`src/rtl/latch_test_pkg.sv`:
```
// latch_test_pkg
// Shared definitions for the gated D latch exerciser: FSM state encoding,
// the vector count and the fixed D/G stimulus table, plus small lookup
// helpers so the FSM can read a vector's D or G bit by index.
package latch_test_pkg;

   localparam int VEC_COUNT = 8;

   // Explicit encodings keep the state values stable across tools.
   typedef enum logic [2:0] {
      ST_IDLE   = 3'd0,
      ST_SETUP  = 3'd1,
      ST_GATE   = 3'd2,
      ST_SETTLE = 3'd3,
      ST_CHECK  = 3'd4,
      ST_CLOSE  = 3'd5,
      ST_DONE   = 3'd6
   } state_t;

   // Bit i of each word belongs to vector i.
   // D per index 0..7: 1,0,0,1,1,1,0,1
   // G per index 0..7: 1,0,1,0,1,1,1,0
   localparam logic [VEC_COUNT-1:0] VEC_D = 8'b1011_1001;
   localparam logic [VEC_COUNT-1:0] VEC_G = 8'b0111_0101;

   function automatic logic vecD(input logic [2:0] idx);
      return VEC_D[idx];
   endfunction

   function automatic logic vecG(input logic [2:0] idx);
      return VEC_G[idx];
   endfunction

endpackage

```
`src/rtl/latch_exerciser_sync_2ff.sv`:
```
// sync_2ff
// Two-flop synchronizer for a single asynchronous bit.
// Ports:
//   clk    - sampling clock
//   reset  - synchronous active-high reset, clears both stages to 0
//   i_d    - asynchronous input bit
//   o_q    - synchronized output, two clk edges behind i_d
module sync_2ff (
   input  logic clk,
   input  logic reset,
   input  logic i_d,
   output logic o_q
);

   logic r_meta;

   // First stage may go metastable; second stage gives it a full cycle to resolve.
   always_ff @(posedge clk) begin
      if (reset) begin
         r_meta <= 1'b0;
         o_q    <= 1'b0;
      end else begin
         r_meta <= i_d;
         o_q    <= r_meta;
      end
   end

endmodule

```
`src/rtl/latch_exerciser.sv`:
```
// latch_exerciser
// Drives D and gate of an external gated D latch through a fixed 8-vector
// sequence, samples the latch's Q/Qn after a settle delay, compares them
// against a reference latch model and reports the result.
// Ports:
//   clk            - sole clock, rising edge
//   reset          - synchronous active-high reset
//   start          - run request, only looked at in IDLE or DONE
//   lat_q, lat_qn  - latch outputs, asynchronous to clk
//   lat_d, lat_g   - registered D and gate drives to the latch
//   busy           - high from the first SETUP through the last CLOSE
//   done           - high in DONE until the next start or reset
//   pass           - done with no failing vectors
//   fail_count     - number of failing vectors (0..8)
//   first_fail_idx - index of the first failing vector
// SETTLE_CYCLES (3..15) is the wait between a gate change and the check;
// the lower bound covers the two-flop synchronizer latency.
module latch_exerciser
   import latch_test_pkg::*;
#(
   parameter int SETTLE_CYCLES = 4
) (
   input  logic       clk,
   input  logic       reset,
   input  logic       start,
   input  logic       lat_q,
   input  logic       lat_qn,
   output logic       lat_d,
   output logic       lat_g,
   output logic       busy,
   output logic       done,
   output logic       pass,
   output logic [3:0] fail_count,
   output logic [2:0] first_fail_idx
);

   localparam logic [3:0] SETTLE_LAST = 4'(SETTLE_CYCLES - 1);
   localparam logic [2:0] IDX_LAST    = 3'(VEC_COUNT - 1);

   state_t     r_state;
   logic [2:0] r_idx;
   logic [3:0] r_settleCnt;
   logic       r_expQ;
   logic       w_qSync;
   logic       w_qnSync;
   logic       w_vecOk;

   sync_2ff u_syncQ (
      .clk   (clk),
      .reset (reset),
      .i_d   (lat_q),
      .o_q   (w_qSync)
   );

   sync_2ff u_syncQn (
      .clk   (clk),
      .reset (reset),
      .i_d   (lat_qn),
      .o_q   (w_qnSync)
   );

   // Both outputs must match the model; a latch whose Qn is not the
   // complement of Q is a failure even if Q itself is right.
   assign w_vecOk = (w_qSync == r_expQ) && (w_qnSync == ~r_expQ);

   assign pass = done && (fail_count == 4'd0);

   // Sequencer: D is only ever changed in SETUP, which is always entered
   // with the gate closed, so D is stable for the whole time the gate is
   // open. The reference model exp_q is updated at the same edge the gate
   // drive is applied, mirroring what an ideal latch would do.
   always_ff @(posedge clk) begin
      if (reset) begin
         r_state        <= ST_IDLE;
         r_idx          <= 3'd0;
         r_settleCnt    <= 4'd0;
         r_expQ         <= 1'b0;
         lat_d          <= 1'b0;
         lat_g          <= 1'b0;
         busy           <= 1'b0;
         done           <= 1'b0;
         fail_count     <= 4'd0;
         first_fail_idx <= 3'd0;
      end else begin
         case (r_state)
            ST_IDLE, ST_DONE: begin
               if (start) begin
                  fail_count     <= 4'd0;
                  first_fail_idx <= 3'd0;
                  r_idx          <= 3'd0;
                  busy           <= 1'b1;
                  done           <= 1'b0;
                  r_state        <= ST_SETUP;
               end
            end
            ST_SETUP: begin
               lat_d   <= vecD(r_idx);
               lat_g   <= 1'b0;
               r_state <= ST_GATE;
            end
            ST_GATE: begin
               lat_g <= vecG(r_idx);
               if (vecG(r_idx)) begin
                  r_expQ <= vecD(r_idx);
               end
               r_settleCnt <= 4'd0;
               r_state     <= ST_SETTLE;
            end
            ST_SETTLE: begin
               if (r_settleCnt == SETTLE_LAST) begin
                  r_state <= ST_CHECK;
               end else begin
                  r_settleCnt <= r_settleCnt + 4'd1;
               end
            end
            ST_CHECK: begin
               if (!w_vecOk) begin
                  fail_count <= fail_count + 4'd1;
                  if (fail_count == 4'd0) begin
                     first_fail_idx <= r_idx;
                  end
               end
               r_state <= ST_CLOSE;
            end
            ST_CLOSE: begin
               lat_g <= 1'b0;
               if (r_idx == IDX_LAST) begin
                  busy    <= 1'b0;
                  done    <= 1'b1;
                  r_state <= ST_DONE;
               end else begin
                  r_idx   <= r_idx + 3'd1;
                  r_state <= ST_SETUP;
               end
            end
            default: begin
               r_state <= ST_IDLE;
            end
         endcase
      end
   end

endmodule

```
`config.mk`:
```
export PLATFORM = sky130hd
export DESIGN_NAME = latch_exerciser
export DESIGN_NICKNAME = d
export VERILOG_FILES = /design/src/rtl/latch_test_pkg.sv /design/src/rtl/latch_exerciser_sync_2ff.sv /design/src/rtl/latch_exerciser.sv
export SDC_FILE = /design/constraint.sdc
export NUM_CORES = 1
export LEC_CHECK = 0
export BUFFER_PORTS_ARGS = -buffer_cell sky130_fd_sc_hd__clkbuf_2
export CORE_AREA = 2 2 57 59
export CTS_BUF_LIST = sky130_fd_sc_hd__clkbuf_4 sky130_fd_sc_hd__clkbuf_8
export CTS_CLUSTER_SIZE = 40
export DETAILED_ROUTE_END_ITERATION = 8
export DIE_AREA = 0 0 59 61
export PLACE_DENSITY = 0.73
export SYNTH_ARGS = -nofsm -noshare
export SYNTH_HDL_FRONTEND = slang
export SYNTH_HIERARCHICAL = 1
export SYNTH_SLANG_ARGS = --single-unit
```
`constraint.sdc`:
```
create_clock -name clk -period 2.8 [get_ports clk]
set_input_delay 0.42 -clock clk [delete_from_list [all_inputs] [get_ports clk]]
set_output_delay 0.42 -clock clk [all_outputs]
set_load 0.02 [all_outputs]
```
# Word-level counts from Yosys, hierarchy flattened
# Memory sizes are Yosys's and may differ from the RTL's. A register that Yosys moved wholly into a read port is not among the register bits.
# Index checks and enable logic that the tools add are counted.
totals:
  wordCells: 83
  register_bits: 26
  input_bits: 5
  n_memories: 2
  rom_bits: 16
mem_list:
  columns: ["memory", "words", "width", "read_ports", "rd_ports_with_merged_regs", "write_ports", "line_no", "rtl"]
  rows:
  - ["(no name shown)", 8, 1, 1, 1, 0, "latch_test_pkg.sv:27", "return VEC_D[idx];"]
  - ["(no name shown)", 8, 1, 1, 1, 0, "latch_test_pkg.sv:31", "return VEC_G[idx];"]
op_classes:
  mux: 28
  addsub: 3
  n_eq_ne: 17
  n_reduce_logical: 17
  n_lt_le_gt_ge: 1
  bitwise_logic: 1
ops:
  columns: ["op", "count"]
  rows:
  - ["2-to-1 mux 3 bit", 11]
  - ["one-hot mux 3 bit (6 select lines)", 1]
  - ["one-hot mux 4 bit (2 select lines)", 2]
  - ["!= test 2 bit, second input constant", 7]
  - ["equality test 3 bit, second input constant", 4]
  - ["2-to-1 mux 4 bit", 3]
  - ["one-hot mux 3 bit (2 select lines)", 2]
  - ["AND reduction 3 bit", 3]
  - ["adder 4 x 1 -> 4 bit, second input constant", 2]
  - ["nonzero test 2 bit", 4]
  - ["equality test 3 x 2 -> 1 bit, second input constant", 2]
  - ["2-to-1 mux 1 bit", 6]
  - ["one-hot mux 1 bit (2 select lines)", 3]
  - ["AND reduction 2 bit", 3]
  - ["equality test 4 x 2 -> 1 bit, second input constant", 1]
  - ["logical NOT 4 bit", 1]
  - ["less-than comparator 3 x 4 -> 1 bit, second input constant", 1]
  - ["AND reduction 4 bit", 1]
  - ["OR reduction 2 bit", 2]
  - ["adder 3 x 1 -> 3 bit, second input constant", 1]
  - ["equality test 3 x 1 -> 1 bit, second input constant", 1]
  - ["logical NOT 3 bit", 1]
  - ["equality test 1 bit", 2]
  - ["logical AND 1 bit", 2]
  - ["NOT 1 bit", 1]

# Longest topological paths before layout
# Gate-level depths: netlist of the first run.
depth:
  word_depth: 6
  mapped_depth: 9
  depth_no_buf: 9

# Hierarchy
# Netlist of the first run, hierarchy kept.
by_module_without_submodules:
  columns: ["module", "seq_area_each_um2", "cells_per_inst", "area_per_inst_um2", "n_inst"]
  rows:
  - ["latch_exerciser", 480.5, 165, 1453.9, 1]
  - ["sync_2ff", 40.0, 4, 52.6, 2]

# Worst setup path after synthesis of the first run
# Ideal clock, no wire load.
synth_timing:
  path_type: "register to register"
  startpoint: "register r_idx[0]"
  endpoint: "register with a tool-made name"
  path_stages_with_launch: 9
  n_path_buf: 0
  arrival_time_ps: 1669
  required_time_ps: 2678
  setup_slack_ps: 1009
  cell_sequence: "dfxtp_1 ha_1 ha_1 nor3b_2 o2111ai_1 a21oi_1 ha_1 and3_1 o21ai_1"
synth_lines:
  columns: ["element", "line_no", "rtl"]
  rows:
  - ["start, declared", "latch_exerciser.sv:41", "logic [2:0] r_idx;"]
  - ["start signal, assigned", "latch_exerciser.sv:132", "r_idx <= r_idx + 3'd1;"]

==> results of run 1 <==
-- cells by family (layout without fill, tap and decap cells) --
logic type,Yosys count,in the layout,share of synthesized area (%)
AOI/OAI and AO/OA,34,34,14.3
xor gates and xnor gates,5,5,2.81
DFF,28,28,36.0
and+or+nand+nor,68,68,26.7
buffers and inverters,19,29,6.66
adders and majority gates,11,11,8.43
muxes,8,8,5.14
-- per-layer routing --
metal,GRT usage (%),vias to the layer above,wire length [um]
li1,-,640,-
met2,34.0,25,1500
met3,2.56,7,85
met5,0,-,0
met1,23.7,609,1480
met4,8.12,0,67
-- layout make-up --
| class | instances | area (um2) |
|---|---|---|
| Multi-Input combinational cell | 126 | 895 |
| Inverter | 10 | 37.5 |
| Fill cell | 293 | 1320 |
| Clock buffer | 3 | 22.5 |
| Tap cell | 33 | 41.3 |
| Timing Repair Buffer | 16 | 80.1 |
| Sequential cell | 28 | 561 |
-- worst max-delay path, cell delays in order, from the launching register on --
cell	delay (ps)
dfxtp_1	810
inv_1	310
nor2_1	260
o2111ai_1	170
a21oi_1	240
ha_1	170
and3_1	140
o21ai_1	80
-- registers in the layout (all words and copies together), names as in the netlist, named ones only --
signal	count
fail_count	4
r_idx	3
u_syncQn/r_meta	1
busy	1
r_expQ	1
first_fail_idx	3
done	1
u_syncQn/o_q	1
lat_d	1
u_syncQ/r_meta	1
u_syncQ/o_q	1
lat_g	1
r_state	3
r_settleCnt	4
-- cell usage after synthesis, types with 2 or more instances --
library cell  number
nor2b_1            5
and2b_1            2
xor2_1             2
nor3_1             7
and3b_1            2
nor3b_2            2
mux2i_1            8
nand4_1            3
ha_1               8
maj3_1             2
and3_1             2
inv_1              9
o31ai_1            2
buf_4              2
nor2_1            10
a21oi_1           12
clkbuf_1           2
nand2_1           14
dfxtp_1           28
buf_6              3
nand2b_1           3
nor3b_1            5
xnor2_1            3
nor4bb_1           2
a211oi_1           2
buf_2              2
o21ai_0            5
o21a_1             2
nand3_1            4
-- per-stage QoR --
step | hold slack, ps | cells | cell area (um2) | setup WS [ps] | power (mW)
6_report | 298 | 216 | 1640 | 503 | 1.24
5_1_grt | 279 | 216 | 1640 | 273 | 1.34
4_1_cts | 296 | 216 | 1640 | 526 | 1.24
3_5_place_dp | 425 | 213 | 1610 | 555 | 1.08
3_3_place_gp | 423 | 213 | 1610 | 697 | 1.06
2_1_floorplan | 414 | 173 | 1560 | 1010 | 1.02
-- power breakdown --
part | internal [mW] | switching [mW]
Combinational | 0.228 | 0.271
Clock | 0.0505 | 0.110
Sequential | 0.456 | 0.128
-- worst paths after layout --
| path | start | endpoint | slack, ps |
|---|---|---|---|
| worst max-delay path | r_state[0] | flip-flop | 500 |
| worst min-delay path | lat_qn | u_syncQn/r_meta | 300 |
| worst min register to register | u_syncQn/r_meta | u_syncQn/o_q | 450 |
| worst max register to register | r_state[0] | flip-flop | 500 |
==> qor.yml, run 1 <==
antenna_found_initial: 0
routed_wl_um: 3130
cp.required_ps: 3020
diodes: 0
worst_slew_pin_slew_ps: 780
start_util_pct: 52.8
rsz0062_at_grt: "false"
die_height_um: 61
cts_htree_levels: 1
portBuffers: 16
synth_top_area_cell: "dfxtp_1"
fp.coreArea_mm2: 0.00295
syn_inst: 173
synth_fp_nets: 186
mostFrequentLayoutCell: "dfxtp_1"
nNetsFinal: 198
cellPowerDensity_mw_per_mm2: 760
final_layout_size_suffix_gt1_share_pct: 14.8
antenna_left: 0
ys_ff_latch: 28
worstPathArrival_ps: 2510
yosysSeqAreaShare_pct: 36.0
synth.cell_area_mm2: 0.00156
clock-sinks: 28
ir_drop_v: 0.000544
hold_violations: 0
hold_depth: 2
synth_area_leaders: "dfxtp_1, ha_1, mux2i_1"
first_pass_iters: 6
hold_class: "in2reg"
critPathKind: "reg2reg"
post-route-period-util_pct: 82.0
synth_top_area_share_pct: 36.0
skew_ps: 1.50
layout_common_cells: "dfxtp_1, clkbuf_2, nand2_1"
grt_max_degree: 24
io_pins: 17
syn_to_final_growth_pct: 4.98
fmax_mhz: 435
reg2reg_depth: 7
grt_pass1_wl_um: 5290
die_x_um: 59
async_flop_share_pct: 0
yosysWarnings: 6
postCtsSetupBuffers: 0
min_period_ps: 2300
gp_congestion: 0.887
via_per_inst: 5.93
fin_setup_tns_ps: 0
cts-root-buf: "clkbuf_4"
path_clk_slew_ps: 130
grt_overflow_total: 0
dieArea_mm2: 0.00360
cts_tree: "done"
routedWlPerCell_um: 14.5
clock_latency_ps: 320
ys_types: 49
fin_util_pct: 55.4
via_count: 1281
synth_edf_count: 0
first_global_vias: 1184
max-cap-violations: 0
status: "finished clean"
syn_area_per_cell_um2: 9.01
critPathMaxFanout: 22
relSlewSlack_pct: 47.9
drc: 0
rows: 20
synth_ff_type: "dfxtp_1"
setup_viol_count_final: 0
slew_viol_final: 0
postCtsHoldBufs: 0
drtIter0Drc: 70
crit_path_start_kind: "flip-flop"
cts_inserted_buffers: 3
leakagePower_nw: 0.685
grt_use_total_pct: 19.3
clock_path_buffers: 2
hpwl_um: 2340
ctsResizeCount: 0
end_kind: "flip-flop"
No activity file was read; power rests on OpenSTA's default activity.
==> inputs of run 2 (changes only) <==
- ABC_AREA: default -> 1
- CORE_AREA: 2 2 57 59 -> 2 2 56 58
- DIE_AREA: 0 0 59 61 -> 0 0 58 60
- PLACE_DENSITY: 0.73 -> 0.74
- clock period: 2.8 -> 2.1 ns (I/O delays scaled with it)
==> qor.yml, run 2 <==
status: "finished clean"  # unchanged
start_util_pct: 50.3  # was 52.8%
worst_slew_pin_slew_ps: 279  # was 780 ps
first_global_vias: 1232  # was 1184
grt_overflow_total: 0  # unchanged
slew_viol_final: 0  # unchanged
grt_max_degree: 16  # was 24
final_layout_size_suffix_gt1_share_pct: 19.0  # was 14.8%
die_height_um: 60  # was 61 um
cts_htree_levels: 1  # unchanged
syn_to_final_growth_pct: 11.6  # was 4.98%
total_power_mw: 2.18  # was 1.24 mW
diodes: 0  # unchanged
first_pass_iters: 4  # was 6
routed_wl_um: 2810  # was 3130 um
cp.required_ps: 2380  # was 3020 ps
cellPowerDensity_mw_per_mm2: 1340  # was 760 mW/mm2
portBuffers: 16  # unchanged
die_x_um: 58  # was 59 um
synth_top_area_cell: "dfxtp_1"  # unchanged
leakagePower_nw: 0.812  # was 0.685 nW
syn_inst: 205  # was 173
dieArea_mm2: 0.00348  # was 0.00360 mm2
met3_length_um: 61  # was 85 um
synth_fp_nets: 218  # was 186
synth.cell_area_mm2: 0.00146  # was 0.00156 mm2
max-cap-violations: 0  # unchanged
ys_types: 25  # was 49
top_layer_used: "met4"  # unchanged
via_count: 1328  # was 1281
fmax_mhz: 546  # was 435 MHz
rsz0062_at_grt: "false"  # unchanged
skew_ps: 1.73  # was 1.50 ps
grt_pass1_wl_um: 5090  # was 5290 um
dr_wl_met2_um: 1390  # was 1500 um
cts_tree: "done"  # unchanged
fill_cells: 286  # was 293
grt_use_total_pct: 18.8  # was 19.3%
cts_inserted_buffers: 3  # unchanged
hold_violations: 0  # unchanged
yosysSeqAreaShare_pct: 38.4  # was 36.0%
drc: 0  # unchanged
fp.coreArea_mm2: 0.00290  # was 0.00295 mm2
clkPwrFrac_pct: 12.1  # was 12.9%
layout_common_cells: "nand2_1, inv_1, dfxtp_1"  # was dfxtp_1, clkbuf_2, nand2_1
setup_viol_count_final: 0  # unchanged
end_kind: "flip-flop"  # unchanged
relSlewSlack_pct: 81.4  # was 47.9%
wl_met1_um: 1330  # was 1480 um
syn_area_per_cell_um2: 7.13  # was 9.01 um2
ctsResizeCount: 0  # unchanged
gp_congestion: 0.879  # was 0.887
critPathMaxFanout: 4  # was 22
switching_share_pct: 46.8  # was 41.0%
post-route-period-util_pct: 87.3  # was 82.0%
antenna_found_initial: 0  # unchanged
routedWlPerCell_um: 10.8  # was 14.5 um
cts-root-buf: "clkbuf_4"  # unchanged
p_switching_mw: 1.02  # was 0.509 mW
synth_top_area_share_pct: 38.4  # was 36.0%
synth_common_cells: "nand2_1, inv_1, dfxtp_1"  # was dfxtp_1, nand2_1, a21oi_1
ys_ff_latch: 28  # unchanged
hpwl_um: 2210  # was 2340 um
io_pins: 17  # unchanged
p_int_mw: 1.16  # was 0.734 mW
yosysMostFrequentCell: "nand2_1"  # was dfxtp_1
clock_latency_ps: 320  # about the same
min_period_ps: 1830  # was 2300 ps
critPathKind: "reg2reg"  # unchanged
pwr-share-seq_pct: 37.5  # was 47.0%
top_regs: "fail_count x4, r_settleCnt x4"  # unchanged
clock-sinks: 28  # unchanged
p_comb_share_pct: 50.4  # was 40.1%
mostFrequentLayoutCell: "nand2_1"  # was dfxtp_1
clock_path_buffers: 2  # unchanged
ir_drop_v: 0.000752  # was 0.000544 V
worstPathArrival_ps: 2120  # was 2510 ps
drtIter0Drc: 67  # was 70
postCtsHoldBufs: 0  # unchanged
async_flop_share_pct: 0  # unchanged
fin_setup_tns_ps: 0  # unchanged
synth_ff_type: "dfxtp_1"  # unchanged
via_per_inst: 5.13  # was 5.93
antenna_left: 0  # unchanged
nNetsFinal: 240  # was 198
synth_area_leaders: "dfxtp_1, nand2_1, inv_1"  # was dfxtp_1, ha_1, mux2i_1
crit_path_start_kind: "flip-flop"  # unchanged
hold_class: "in2reg"  # unchanged
path_clk_slew_ps: 150  # was 130 ps
yosysWarnings: 6  # unchanged
rows: 20  # unchanged
postCtsSetupBuffers: 0  # unchanged
synth_edf_count: 0  # unchanged
==> run 2: final timing paths <==
check | end | start | cells after the start | slack (ps)
max | flip-flop | r_idx[0] | 11 | 270
min | u_syncQ/r_meta | lat_q | 3 | 150
max reg2reg | flip-flop | r_idx[0] | 11 | 270
min reg2reg | u_syncQn/o_q | u_syncQn/r_meta | 2 | 410
==> run 2: layer usage <==
layer / vias to the layer above / GRT usage, %
li1: 695 / -
met3: 2 / 1.95
met1: 620 / 23.7
met2: 11 / 32.5
met4: 0 / 8.64
met5: - / 0
==> run 2: per-stage QoR <==
stage          instance area, um2  hold WS (ps)  setup WS, ps  util [%]  cells
3_5_place_dp                 1590           396           283      54.9    255
6_report                     1630           153           267      56.2    259
4_1_cts                      1630           149           256      56.2    259
2_1_floorplan                1460           386           400         -    205
3_3_place_gp                 1590           392           339      54.9    255
5_1_grt                      1630           140          56.3      56.2    259
==> run 2: logic make-up (layout without fill, tap and decap cells) <==
group	count (synthesis)	count (layout)	synth area share (%)
and+or+nand+nor	101	101	34.0
buffers and inverters	41	62	10.5
DFF	28	28	38.4
AOI/OAI and AO/OA	25	25	9.08
adders and majority gates	8	8	6.85
xor gates and xnor gates	2	2	1.20
==> run 2: worst max-delay path, cell delays in order, from the launching register on <==
cell and delay [ps]:
dfxtp_1 360, ha_1 220, ha_1 190, nand2_1 140, nand3_2 110, nand2_1 70, inv_1 40, nor3_1 240
ha_1 270, inv_1 50, nand2_1 40, nand2_1 50
==> run 2: layout make-up <==
class	count	area (um2)	share of cell area, %
Clock buffer	4	36.3	2.23
Sequential cell	28	561	34.4
Multi-Input combinational cell	136	747	45.8
Inverter	40	150	9.21
Tap cell	33	41.3	2.53
Timing Repair Buffer	18	95.1	5.83
==> run 2: power groups by stage <==
| stage | clock (mW) | combinational, mW | sequential, mW |
|---|---|---|---|
| 2_1_floorplan | 0 | 0.788 | 0.884 |
| 3_3_place_gp | 0 | 1.08 | 0.827 |
| 3_5_place_dp | 0 | 1.11 | 0.828 |
| 4_1_cts | 0.272 | 1.11 | 0.817 |
| 5_1_grt | 0.297 | 1.28 | 0.840 |
| 6_report | 0.264 | 1.10 | 0.817 |
==> inputs of run 3 (changes only) <==
- BUFFER_PORTS_ARGS: -buffer_cell sky130_fd_sc_hd__clkbuf_2 -> -buffer_cell sky130_fd_sc_hd__buf_2
==> qor.yml, run 3 (same netlist as run 2, synthesis figures left out) <==
pwr-share-seq_pct: 37.6  # was 37.5%
setup_ws_ps: 242  # was 267 ps
multi_input_area_um2: 747  # unchanged
drc: 0  # unchanged
postCtsHoldBufs: 0  # unchanged
mostFrequentLayoutCell: "nand2_1"  # unchanged
routed_wl_um: 2680  # was 2810 um
clock_latency_ps: 330  # was 320 ps
postCtsSetupBuffers: 0  # unchanged
critPathKind: "reg2reg"  # unchanged
ir_drop_v: 0.000669  # was 0.000752 V
final_layout_size_suffix_gt1_share_pct: 18.7  # was 19.0%
cts_inserted_buffers: 3  # unchanged
hold_class: "in2reg"  # unchanged
hold_violations: 0  # unchanged
gp_congestion: 0.883  # was 0.879
top_regs: "fail_count x4, r_settleCnt x4"  # unchanged
post-route-period-util_pct: 88.5  # was 87.3%
cp.required_ps: 2380  # about the same
clock-sinks: 28  # unchanged
die_height_um: 60  # unchanged
nNetsFinal: 239  # was 240
routedWlPerCell_um: 10.4  # was 10.8 um
layout_common_cells: "nand2_1, inv_1, dfxtp_1"  # unchanged
antenna_found_initial: 0  # unchanged
grt_max_degree: 20  # was 16
end_kind: "flip-flop"  # unchanged
min_period_ps: 1860  # was 1830 ps
start_util_pct: 50.3  # unchanged
rows: 20  # unchanged
syn_to_final_growth_pct: 11.0  # was 11.6%
cts-root-buf: "clkbuf_4"  # unchanged
seqCellArea_um2: 561  # unchanged
fmax_mhz: 538  # was 546 MHz
r2r_slack_ps: 240  # was 270 ps
p_comb_share_pct: 50.2  # was 50.4%
hpwl_um: 2080  # was 2210 um
rsz0062_at_grt: "false"  # unchanged
io_pins: 17  # unchanged
fin_util_pct: 55.9  # was 56.2%
fp.coreArea_mm2: 0.00290  # unchanged
max-cap-violations: 0  # unchanged
cts_tree: "done"  # unchanged
clkPwrFrac_pct: 12.2  # was 12.1%
via_count: 1279  # was 1328
die_x_um: 58  # unchanged
cts_htree_levels: 1  # unchanged
via_per_inst: 4.96  # was 5.13
worst_slew_pin_slew_ps: 370  # was 279 ps
grt_pass1_wl_um: 4640  # was 5090 um
crit_path_start_kind: "flip-flop"  # unchanged
worstPathArrival_ps: 2130  # was 2120 ps
path_clk_slew_ps: 160  # was 150 ps
drtIter0Drc: 65  # was 67
portBuffers: 16  # unchanged
skew_ps: 10.7  # was 1.73 ps
cellPowerDensity_mw_per_mm2: 1330  # was 1340 mW/mm2
critPathMaxFanout: 4  # unchanged
status: "finished clean"  # unchanged
antenna_left: 0  # unchanged
total_power_mw: 2.16  # was 2.18 mW
grt_overflow_total: 0  # unchanged
slew_viol_final: 0  # unchanged
fill_cells: 292  # was 286
first_global_vias: 1133  # was 1232
leakagePower_nw: 0.815  # was 0.812 nW
p_int_mw: 1.16  # about the same
first_pass_iters: 6  # was 4
switching_share_pct: 46.3  # was 46.8%
relSlewSlack_pct: 75.3  # was 81.4%
p_switching_mw: 1.00  # was 1.02 mW
fin_setup_tns_ps: 0  # unchanged
dieArea_mm2: 0.00348  # unchanged
grt_use_total_pct: 17.0  # was 18.8%
place_ws_ps: 280  # was 283 ps
clock_path_buffers: 2  # unchanged
ctsResizeCount: 0  # unchanged
diodes: 0  # unchanged
setup_viol_count_final: 0  # unchanged
-- run 3: cell types whose count changed in the layout (fill, tap and decap cells not counted) --
cell	delta
buf_2	+16
buf_4	-1
clkbuf_2	-16
-- run 3: per-layer routing --
| layer | part of all wire, % | GRT usage [%] |
|---|---|---|
| met3 | 3.0 | 2.16 |
| met1 | 49 | 21.7 |
| met2 | 47 | 29.1 |
| met5 | 0 | 0 |
| met4 | 0.71 | 6.64 |
-- run 3: path summary, 6_finish.rpt --
path | startpoint | endpoint | depth (start not counted)
max | r_idx[1] | flip-flop | 11
min | lat_qn | u_syncQn/r_meta | 3
max reg2reg | r_idx[1] | flip-flop | 11
min reg2reg | u_syncQn/r_meta | u_syncQn/o_q | 2
-- run 3: final cells by class --
class | instances | share of cell area, %
flip-flops and latches | 28 | 34.5
clock buffers | 4 | 2.24
inverters | 40 | 9.25
multi-input cells | 136 | 46.0
repair buffers | 17 | 5.40
well taps | 33 | 2.54
-- run 3: critical path: stages, from the launching register on --
cell and delay [ps]:
dfxtp_1 370, ha_1 210, ha_1 190, nand2_1 140, nand3_2 120, nand2_1 70, inv_1 40, nor3_1 240
ha_1 280, inv_1 50, nand2_1 40, nand2_1 50
-- run 3: metrics by stage --
stage,cell area [um2],hold slack [ps],instances
after detailed placement,1590,394,254
after global routing,1620,148,258
after global placement,1590,391,254
after CTS,1620,164,258
after floorplan,1460,386,205
final,1620,165,258
-- run 3: power groups by stage --
| stage | clock, mW | sequential, mW | combinational [mW] |
|---|---|---|---|
| after global placement | 0 | 0.822 | 1.08 |
| after global routing | 0.294 | 0.832 | 1.27 |
| final | 0.264 | 0.811 | 1.09 |
| after CTS | 0.269 | 0.812 | 1.10 |
| after floorplan | 0 | 0.884 | 0.788 |
| after detailed placement | 0 | 0.823 | 1.10 |
